**src/rtl/consumer.sv**
```systemverilog
// Dual-channel stream consumer: per-channel FIFOs with flush squash, a shared
// stall, and round-robin retirement onto one ready/valid output.
module consumer #(
    parameter int unsigned ADDRESS_WIDTH = 32,
    parameter int unsigned ID_WIDTH      = 8,
    parameter int unsigned FIFO_DEPTH    = 4,
    parameter int unsigned CNT_WIDTH     = 16
) (
    input  logic                     clk,
    input  logic                     reset,
    input  logic [ADDRESS_WIDTH-1:0] in_address_1,
    input  logic [ID_WIDTH-1:0]      in_id_1,
    input  logic                     in_valid_1,
    output logic                     out_stall_1,
    input  logic                     flush_1,
    input  logic [ID_WIDTH-1:0]      flush_id_1,
    input  logic [ADDRESS_WIDTH-1:0] in_address_2,
    input  logic [ID_WIDTH-1:0]      in_id_2,
    input  logic                     in_valid_2,
    output logic                     out_stall_2,
    input  logic                     flush_2,
    input  logic [ID_WIDTH-1:0]      flush_id_2,
    output logic                     ret_valid,
    input  logic                     ret_ready,
    output logic [ADDRESS_WIDTH-1:0] ret_address,
    output logic [ID_WIDTH-1:0]      ret_id,
    output logic                     ret_chan,
    output logic [CNT_WIDTH-1:0]     retired_count,
    output logic [CNT_WIDTH-1:0]     dropped_count
);
    localparam int unsigned PW = $clog2(FIFO_DEPTH);
    localparam int unsigned CW = PW + 1;

    logic [ADDRESS_WIDTH-1:0] r_addr     [2][FIFO_DEPTH];
    logic [ID_WIDTH-1:0]      r_id       [2][FIFO_DEPTH];
    logic [FIFO_DEPTH-1:0]    r_live     [2];
    logic [PW-1:0]            r_rd_ptr   [2];
    logic [PW-1:0]            r_wr_ptr   [2];
    logic [CW-1:0]            r_count    [2];
    logic                     r_rr;
    logic [CNT_WIDTH-1:0]     r_retired;
    logic [CNT_WIDTH-1:0]     r_dropped;

    logic [ADDRESS_WIDTH-1:0] w_in_addr  [2];
    logic [ID_WIDTH-1:0]      w_in_id    [2];
    logic                     w_in_valid [2];
    logic                     w_flush    [2];
    logic [ID_WIDTH-1:0]      w_flush_id [2];
    logic                     w_accept   [2];
    logic                     w_in_match [2];
    logic                     w_push     [2];
    logic                     w_pop      [2];
    logic                     w_elig     [2];
    logic [FIFO_DEPTH-1:0]    w_squash   [2];
    logic [FIFO_DEPTH-1:0]    w_live_d   [2];
    logic [CNT_WIDTH-1:0]     w_drop     [2];
    logic                     w_stall;
    logic                     w_grant;
    logic                     w_ret_valid;
    logic                     w_fire;

    assign w_in_addr  = '{in_address_1, in_address_2};
    assign w_in_id    = '{in_id_1, in_id_2};
    assign w_in_valid = '{in_valid_1, in_valid_2};
    assign w_flush    = '{flush_1, flush_2};
    assign w_flush_id = '{flush_id_1, flush_id_2};

    // Stall comes from registered occupancy only; a same-cycle pop never frees it.
    assign w_stall = (r_count[0] == CW'(FIFO_DEPTH)) || (r_count[1] == CW'(FIFO_DEPTH));

    always_comb begin
        for (int c = 0; c < 2; c++) begin
            w_accept[c]   = w_in_valid[c] && !w_stall;
            w_in_match[c] = w_flush[c] && (w_in_id[c] == w_flush_id[c]);
            w_push[c]     = w_accept[c] && !w_in_match[c];
            w_elig[c]     = r_live[c][r_rd_ptr[c]] &&
                            !(w_flush[c] && (r_id[c][r_rd_ptr[c]] == w_flush_id[c]));
            for (int i = 0; i < FIFO_DEPTH; i++) begin
                w_squash[c][i] = w_flush[c] && r_live[c][i] && (r_id[c][i] == w_flush_id[c]);
            end
        end
        w_grant     = w_elig[1] && (!w_elig[0] || r_rr);
        w_ret_valid = w_elig[0] || w_elig[1];
        w_fire      = w_ret_valid && ret_ready;
        for (int c = 0; c < 2; c++) begin
            // Dead heads drain unconditionally; live heads leave only when granted.
            w_pop[c] = ((r_count[c] != '0) && !r_live[c][r_rd_ptr[c]]) ||
                       (w_fire && (w_grant == 1'(c)));
            w_live_d[c] = r_live[c] & ~w_squash[c];
            if (w_pop[c]) w_live_d[c][r_rd_ptr[c]] = 1'b0;
            if (w_push[c]) w_live_d[c][r_wr_ptr[c]] = 1'b1;
            w_drop[c] = CNT_WIDTH'(w_accept[c] && w_in_match[c]);
            for (int i = 0; i < FIFO_DEPTH; i++) begin
                w_drop[c] = w_drop[c] + CNT_WIDTH'(w_squash[c][i]);
            end
        end
    end

    always_ff @(posedge clk) begin
        if (!reset) begin
            for (int c = 0; c < 2; c++) begin
                for (int i = 0; i < FIFO_DEPTH; i++) begin
                    r_addr[c][i] <= '0;
                    r_id[c][i]   <= '0;
                end
                r_live[c]   <= '0;
                r_rd_ptr[c] <= '0;
                r_wr_ptr[c] <= '0;
                r_count[c]  <= '0;
            end
            r_rr      <= 1'b0;
            r_retired <= '0;
            r_dropped <= '0;
        end else begin
            for (int c = 0; c < 2; c++) begin
                r_live[c]  <= w_live_d[c];
                r_count[c] <= r_count[c] + CW'(w_push[c]) - CW'(w_pop[c]);
                if (w_pop[c]) r_rd_ptr[c] <= r_rd_ptr[c] + 1'b1;
                if (w_push[c]) begin
                    r_addr[c][r_wr_ptr[c]] <= w_in_addr[c];
                    r_id[c][r_wr_ptr[c]]   <= w_in_id[c];
                    r_wr_ptr[c]            <= r_wr_ptr[c] + 1'b1;
                end
            end
            if (w_fire) begin
                r_retired <= r_retired + 1'b1;
                r_rr      <= ~w_grant;
            end
            r_dropped <= r_dropped + w_drop[0] + w_drop[1];
        end
    end

    assign out_stall_1   = w_stall;
    assign out_stall_2   = w_stall;
    assign ret_valid     = w_ret_valid;
    assign ret_address   = w_ret_valid ? r_addr[w_grant][r_rd_ptr[w_grant]] : '0;
    assign ret_id        = w_ret_valid ? r_id[w_grant][r_rd_ptr[w_grant]] : '0;
    assign ret_chan      = w_ret_valid && w_grant;
    assign retired_count = r_retired;
    assign dropped_count = r_dropped;
endmodule

```
**config.mk**
```make
export PLATFORM = sky130hd
export DESIGN_NAME = consumer
export DESIGN_NICKNAME = d
export VERILOG_FILES = /design/src/rtl/consumer.sv
export SDC_FILE = /design/constraint.sdc
export NUM_CORES = 1
export LEC_CHECK = 0
export BUFFER_PORTS_ARGS = -buffer_cell sky130_fd_sc_hd__buf_2
export CAP_MARGIN = 25
export CORE_ASPECT_RATIO = 1.2
export CORE_MARGIN = 4
export CORE_UTILIZATION = 40
export CTS_CLUSTER_DIAMETER = 200
export CTS_CLUSTER_SIZE = 12
export DETAILED_ROUTE_END_ITERATION = 16
export PLACE_DENSITY = 0.56
export SYNTH_ARGS = -nofsm -noshare
export SYNTH_HDL_FRONTEND = slang
export SYNTH_SLANG_ARGS = --single-unit
```
**constraint.sdc**
```tcl
create_clock -name clk -period 5.94 [get_ports clk]
set_clock_uncertainty 0.15 [all_clocks]
set_input_delay 1.188 -clock clk [delete_from_list [all_inputs] [get_ports clk]]
set_output_delay 1.188 -clock clk [all_outputs]
set_load 0.02 [all_outputs]
```
==> out/results.ini, run 1 <==
[run_status]
status=complete, no violations

[setup_path]
r2r_start=r_id[0][10]
worst-path-max-fanout=41
endpoint_kind=primary output
critical_path_class=reg2out
reg2reg_slack_ns=1.01
cp.arrival_ns=4.34
cp.required_ns=4.60
start_kind=flop
r2r-end=dropped_count[14]
reg2reg_depth=17

[floorplan]
rows=87
coreArea_mm2=0.0474
initial_utilization_pct=40.7
die-area_mm2=0.0518
num_io_pins=179
dieWidth_um=208
die_height_um=249

[routing]
via_count=12600
firstDrtPassIters=6
vias_per_cell=5.37
drc=0
final_antenna_net_count=0
avgRoutedWirePerCell_um=23.6
drt_wl_total_um=55200
drt_iter0_drc=831

[synthesis]
synthCells=1559
synth_area_leaders=edfxtp_1 51%, mux2i_1 9.1%, and2_1 8.5%
ys_seq_area_share_pct=55.9
yosys.area.top_type=edfxtp_1
async_reset_ff_share_pct=0
synth_common_cells=328 x edfxtp_1, 263 x and2_1, 176 x mux2i_1
yosysUniqueCellTypes=59
syn_nets=1697
netlist.area_leader.share_pct=51.1
ys_ff_latch=375
yosysWarnings=0
synth.most_common_cell=edfxtp_1
avgSynthCellArea_um2=12.4
synth_edf_count=328
synth_ff_type=edfxtp_1
netlist_area_mm2=0.0193

[global_route]
grt_max_degree=87
grt_pass1_vias=12900
grt_overflow=0
antenna_found_initial=14
grt_use_total_pct=20.8
grt_pass1_wl_um=82600

[sta]
min_period_ns=5.68
rsz0062_at_grt=no
setup-tns-final_ns=0
fin_crit_sh_pct=95.5
timing.fmax_mhz=176
maxSlewHeadroom_pct=31.4
slew_violations=0
setup_viol=0
fin_hold_ws_ns=0.337
final_hold_viol_count=0
max_slew.worst_pin.slew_ns=1.03

[placement]
port_buffers=178
gp_congestion=0.814
dp.cells=2284
hpwl_um=35800

[clock_network]
postCtsHoldBufs=0
h-tree-depth=2
cts_post_setup_buffers_inserted=0
cts_buffers=37
clk_path_buf_depth=3
cts-root-buf=clkbuf_16
cts.sinks=375
clk_latency_ns=0.56
path_clk_slew_ns=0.07
cts_tree=yes
post_cts_resized=0

[run]
drv_cap=0

[finish]
drive_gt1_share_pct=17.9
fin_cells=2344
fillers=4341
final_nets=1838
utilization_pct=46.1
syn2layout_area_growth_pct=13.3

[hold_path]
worstHoldPathType=reg2reg
hp-start=retired_count[14]
min_to=retired_count[14]
min_path_cells=2

[pwr]
peakVddDrop_v=0.000245
p_leak_nw=8.91
total_power_w=0.00857
p_per_area_mw_per_mm2=392

## logic make-up after synthesis
group,count (synthesis),synth area share [%]
simple gates,596,17.4
fa+ha+maj,35,2.62
compound gates,110,4.51
mux,195,11.4
flops,375,55.9
xor+xnor,102,4.63
buf+inv,146,3.50
## state kept, by name (all words and copies together) (netlist names)
signal / cells
r_wr_ptr: 4
dropped_count: 16
r_live: 8
retired_count: 16
r_id: 64
r_rd_ptr: 4
r_count: 6
r_addr: 256
r_rr: 1
## critical path: stages (launching register included)
cell      delay (ns)
edfxtp_1        0.76
mux4_2          0.68
xor2_1          0.17
nor2_1          0.17
o211ai_1        0.30
o221ai_4        0.50
clkinv_4        0.50
o21ai_1         0.35
a21oi_1         0.13
buf_2           0.18
## layer usage
layer | vias to the layer above | global-route usage (%) | wire (um)
li1 | 5873 | - | -
met2 | 273 | 37.7 | 28800
met1 | 6349 | 25.6 | 22400
met3 | 90 | 3.76 | 2500
met5 | - | 0 | 89
met4 | 12 | 5.37 | 1360
## stage by stage
stage	setup WS, ns	cell area [um2]
3_3_place_gp	0.0771	20700
4_1_cts	0.173	21800
2_1_floorplan	0.432	19300
3_5_place_dp	0.00283	20800
5_1_grt	0.0867	21800
6_report	0.264	21900
## cells in the final DEF (no fill, tap or decap), drive strengths merged, types with 2 or more instances in the layout
cell type  count
a211oi         2
a21boi         5
a21oi         26
a31oi         15
a32o          31
and2         263
and3          89
and4           4
buf          211
clkbuf        53
dfxtp         47
diode          5
edfxtp       328
fa             9
ha            26
inv           38
mux2i        176
mux4          19
nand2        134
nand2b        15
nand3         29
nand4         17
nor2          12
nor2b          7
nor3          12
nor4           3
o211a          3
o211ai         3
o21a           2
o21ai         11
o22a           2
o32ai          2
or3            5
or3b           2
xnor2         80
xor2          22
## power breakdown
group / total [W] / switching (W) / internal, W / leakage [nW]
logic: 0.00295 / 0.00186 / 0.00109 / 4.61
clock network: 0.00220 / 0.00100 / 0.00120 / 0.508
registers: 0.00342 / 0.000178 / 0.00324 / 3.79
total: 0.00857 / 0.00305 / 0.00553 / 8.91
## worst max path at each step
stage | start | to | slack, ns | cells after the start
detailed placement | flush_id_1[7] | dropped_count[14] | 0.003 | 18
global placement | flush_id_1[7] | dropped_count[12] | 0.08 | 18
finish | r_rd_ptr[1][1] | ret_id[1] | 0.26 | 9
CTS | r_rd_ptr[1][1] | ret_id[1] | 0.17 | 9
global route | r_rd_ptr[1][1] | ret_id[1] | 0.09 | 9
floorplan | flush_id_1[5] | dropped_count[10] | 0.43 | 18
## area by class of cell
type                            count  area (um2)  share of cell area (%)
Clock buffer                       53        1030                    4.71
Clock inverter                      2        20.0                  0.0916
Timing Repair Buffer              211        1200                    5.50
Sequential cell                   375       10800                    49.4
Multi-Input combinational cell   1038        7880                    36.0
Inverter                           37         144                   0.658
Antenna cell                        5        12.5                  0.0573
Tap cell                          623         779                    3.57
No activity file was read; power rests on OpenSTA's default activity.
==> run 2, diff against run 1 <==
Settings changed: BUFFER_PORTS_ARGS -buffer_cell sky130_fd_sc_hd__buf_2 to not set, DONT_BUFFER_PORTS set to 1, PLACE_DENSITY 0.56 to not set, PLACE_DENSITY_LB_ADDON set to 0.3.
==> run 2 against run 1 <==
Design area fell by 2.8%. Core utilization down 1.3 points. Clock-buffer cell count is 4 lower. Clock power about the same. Via count fell by 4.5%. Flip-flop and latch count is the same. First-iteration DRC count is 2.5% higher. Die area did not move. Worst setup slack worse by 0.025 ns. Fmax is 0.44% lower. Routed wire length decreased by 0.86%.
==> out/results.ini, run 2 (synthesized netlist as in run 1, its figures left out) <==
[routing]
avgRoutedWirePerCell_um=24.9
drt_iter0_drc=852
via_count=12000
firstDrtPassIters=5
final_antenna_net_count=0
drt_wl_total_um=54700
drc=0
vias_per_cell=5.47

[floorplan]
die-area_mm2=0.0518
rows=87
dieWidth_um=208
num_io_pins=179
die_height_um=249
coreArea_mm2=0.0474
initial_utilization_pct=40.7

[setup_path]
endpoint_kind=primary output
cp.arrival_ns=4.36
path_buf_inv=4
start_kind=flop
cp.required_ns=4.60
crit_path_top_delay_cell=edfxtp_1
cpPeakStageDelay_ns=0.76
crit_family=buffers and inverters
path_cells=mux4_1 > xnor2_1 > nand2_1 > o41ai_4 > o221ai_4 > buf_4 > buf_16 > inv_8 > nand2_2 > a32o_1 > buf_4
critical_path_class=reg2out
worst-path-max-fanout=44
cpMostUsedCell=buf_4

[sta]
fin_hold_ws_ns=0.399
max_slew.worst_pin.slew_ns=1.00
maxSlewHeadroom_pct=33.1
setup_viol=0
fin_crit_sh_pct=96.0
setup_slack_ns=0.239
slew_violations=0
rsz0062_at_grt=no
final_hold_viol_count=0
timing.fmax_mhz=175
min_period_ns=5.70
setup-tns-final_ns=0

[clock_network]
h-tree-depth=2
cts_tree=yes
cts.sinks=375
clk_latency_ns=0.56
cts-root-buf=clkbuf_16
postCtsHoldBufs=0
cts_buffers=37
path_clk_slew_ns=0.07
clk_path_buf_depth=3

[pwr]
total_power_w=0.00855
clkPwrFrac_pct=25.5
peakVddDrop_v=0.000226
p_leak_nw=8.32
p_seq_share_pct=39.9
p_sw_w=0.00302
p_per_area_mw_per_mm2=403
p_int_w=0.00553
power.share.switching_pct=35.3
p_comb_share_pct=34.6

[run_status]
status=complete, no violations

[placement]
port_buffers=0
gp_congestion=0.871
dp_slack_ns=-0.00579
hpwl_um=36200

[hold_path]
worstHoldPathType=reg2reg

[finish]
final_common_cell=edfxtp_1
drive_gt1_share_pct=10.8
top_regs=r_addr: 256 flops, r_id: 64 flops
top_register=r_addr
insertedDiodeCount=0
largest_register_ff_count=256
syn2layout_area_growth_pct=10.1
layout_common_cells=328 x edfxtp_1, 262 x and2_1, 176 x mux2i_1
utilization_pct=44.8
final_nets=1703

[global_route]
grt_overflow=0
grt_pass1_wl_um=82400
grt_pass1_vias=12700
grt_max_degree=89
antenna_found_initial=1
grt_use_total_pct=20.8

[run]
drv_cap=0

[run 2: cell type report]
| class | count | area, um2 |
|---|---|---|
| inverter | 37 | 146 |
| tap | 623 | 779 |
| timing repair buffer | 76 | 603 |
| clock buffer | 49 | 992 |
| clock inverter | 3 | 47.5 |
| multi-input combinational | 1038 | 7870 |
| sequential | 375 | 10800 |
| fill | 4316 | 26100 |
[run 2: final timing paths]
check	cells after the start	slack, ns	to	from
max	11	0.24	ret_id[4]	r_rd_ptr[0][1]
min	2	0.40	r_live[0][1]	r_live[0][1]
max reg2reg	17	0.74	dropped_count[12]	r_id[0][12]
min reg2reg	2	0.40	r_live[0][1]	r_live[0][1]
[run 2: per-layer routing]
layer | vias to the layer above | track usage (%) | wire (um)
met1 | 6069 | 24.9 | 21800
met2 | 299 | 37.5 | 28400
met3 | 80 | 4.80 | 2940
li1 | 5583 | - | -
met5 | - | 0 | 0
met4 | 0 | 5.71 | 1490
[run 2: per-stage QoR]
step	std cells	area (um2)
after detailed placement	2146	20200
after CTS	2198	21200
final	2201	21200
after floorplan	1559	19300
after global placement	2145	20100
after global routing	2201	21200
[run 2: worst min-delay path, delay by kind of cell, from the launching register on]
kind           cells  cell delay [ns]
AO/OA/AOI/OAI      2             0.17
flip-flops         1             0.33
[run 2: timing repair]
| action | CTS | global route |
|---|---|---|
| buffers inserted | 0 | 3 |
| gates resized for setup | 0 | 1 |
| setup endpoints to repair | 0 | 40 |
[run 2: power by group through the flow]
stage	clock network, W	logic, W	registers, W
2_1_floorplan	0	0.00206	0.00340
3_3_place_gp	0	0.00295	0.00345
3_5_place_dp	0	0.00299	0.00346
4_1_cts	0.00223	0.00300	0.00341
5_1_grt	0.00233	0.00319	0.00344
6_report	0.00218	0.00296	0.00341
==> run 3, diff against run 2 <==
Settings changed: RECOVER_POWER set to 100.
==> run 3 against run 2 <==
The run now ends with capacitance limit, slew limit left. Fmax about the same. Core utilization is 0.37 points lower. Power is 0.80% lower. First-iteration DRC count rose by 2.1%. Worst setup slack worse by 0.0028 ns. Combinational power decreased by 3%. Worst hold slack got worse by 0.00058 ns. Via count hardly changed. Non-clock buffer count unchanged. Sequential power barely moved.
==> out/results.ini, run 3 (synthesized netlist as in run 1, its figures left out) <==
[routing]
avgRoutedWirePerCell_um=24.9
highest_layer=met4
drc=0
met3_length_um=3170
via_count=12000
drt_wl_total_um=54800
vias_per_cell=5.47
final_antenna_net_count=0
dr_wl_met2_um=28400
wl_met1_um=21700
drt_iter0_drc=870
firstDrtPassIters=5

[clock_network]
postCtsHoldBufs=0
path_clk_slew_ns=0.07
cts.sinks=375
clk_path_buf_depth=3
cts_buffers=37
h-tree-depth=2
cts_tree=yes
clk_latency_ns=0.56
cts-root-buf=clkbuf_16

[setup_path]
endpoint_kind=primary output
start_kind=flop
crit_path_top_delay_cell=edfxtp_1
cp.arrival_ns=4.37
path_cells=mux4_1 > xnor2_1 > nand2_1 > o41ai_4 > o221ai_4 > buf_4 > buf_16 > o32ai_4 > buf_12 > a32o_1 > clkbuf_2
critical_path_class=reg2out
worst-path-max-fanout=44
cp.required_ns=4.60
cpPeakStageDelay_ns=0.76

[placement]
dp.cells=2146
hpwl_um=36200
port_buffers=0
gp_congestion=0.871

[floorplan]
dieWidth_um=208
rows=87
initial_utilization_pct=40.7
coreArea_mm2=0.0474
die_height_um=249
num_io_pins=179
die-area_mm2=0.0518

[finish]
syn2layout_area_growth_pct=9.15
largest_register_ff_count=256
top_regs=r_addr: 256 flops, r_id: 64 flops
layout_common_cells=328 x edfxtp_1, 176 x mux2i_1, 135 x and2_0
final_common_cell=edfxtp_1
top_register=r_addr
insertedDiodeCount=0
final_nets=1703
utilization_pct=44.5
drive_gt1_share_pct=8.87
fin_cells=2201

[run_status]
status=finished, violations left
violations=capacitance limit, slew limit

[global_route]
grt_pass1_vias=12700
grt_overflow=0
grt_max_degree=89
antenna_found_initial=1
grt_pass1_wl_um=82400
grt_use_total_pct=20.8

[sta]
timing.fmax_mhz=175
setup-tns-final_ns=0
min_period_ns=5.70
rsz0062_at_grt=no
final_hold_viol_count=0
maxSlewHeadroom_pct=-102
fin_hold_ws_ns=0.399
setup_viol=0
fin_crit_sh_pct=96.0
slew_violations=423
max_slew.worst_pin.slew_ns=3.03

[run]
drv_cap=11

[pwr]
p_leak_nw=8.08
p_per_area_mw_per_mm2=403
peakVddDrop_v=0.000217
total_power_w=0.00848

[hold_path]
worstHoldPathType=reg2reg

[run 3: what timing repair did]
| item | 4_1_cts | 5_1_grt |
|---|---|---|
| setup buffers | 0 | 3 |
| resized for setup | 0 | 1 |
| setup endpoints to repair | 0 | 40 |
[run 3: cell type report]
class                   count  area [um2]
flip-flops and latches    375       10800
well taps                 623         779
clock inverters             3        47.5
inverters                  37         146
multi-input cells        1038        7860
repair buffers             76         438
clock buffers              49         992
fillers                  4342       26300
[run 3: final timing paths]
kind                                     endpoint           start  slack, ns  cells after the start
worst min-delay path                 r_live[0][1]    r_live[0][1]       0.40                      2
worst min register to register       r_live[0][1]    r_live[0][1]       0.40                      2
worst max register to register  dropped_count[12]     r_id[0][12]       0.76                     17
worst max-delay path                    ret_id[4]  r_rd_ptr[0][1]       0.24                     11
[run 3: critical path, delay by kind of cell, from the launching register on]
| kind | cells | cell delay [ns] |
|---|---|---|
| AO/OA/AOI/OAI | 4 | 0.98 |
| XOR/XNOR | 1 | 0.17 |
| buffers and inverters | 4 | 1.05 |
| flip-flops | 1 | 0.76 |
| multiplexers | 1 | 0.70 |
| AND/OR/NAND/NOR | 1 | 0.11 |
[run 3: where the power goes]
| group | internal [W] | switching (W) | leakage (nW) | total, W |
|---|---|---|---|---|
| combinational | 0.00104 | 0.00184 | 3.79 | 0.00288 |
| sequential | 0.00325 | 0.000167 | 3.79 | 0.00342 |
| clock | 0.00117 | 0.00101 | 0.504 | 0.00218 |
[run 3: metal layers]
metal / global-route usage (%) / up-vias
met2: 37.5 / 340
met3: 4.80 / 79
met4: 5.71 / 0
met1: 24.9 / 6040
li1: - / 5580
met5: 0 / -
[run 3: per-stage QoR]
stage	instance area, um2	setup WS (ns)
6_report	21100	0.237
5_1_grt	21100	0.0302
4_1_cts	21200	0.00462
3_5_place_dp	20200	-0.00579
3_3_place_gp	20100	0.0804
2_1_floorplan	19300	0.432
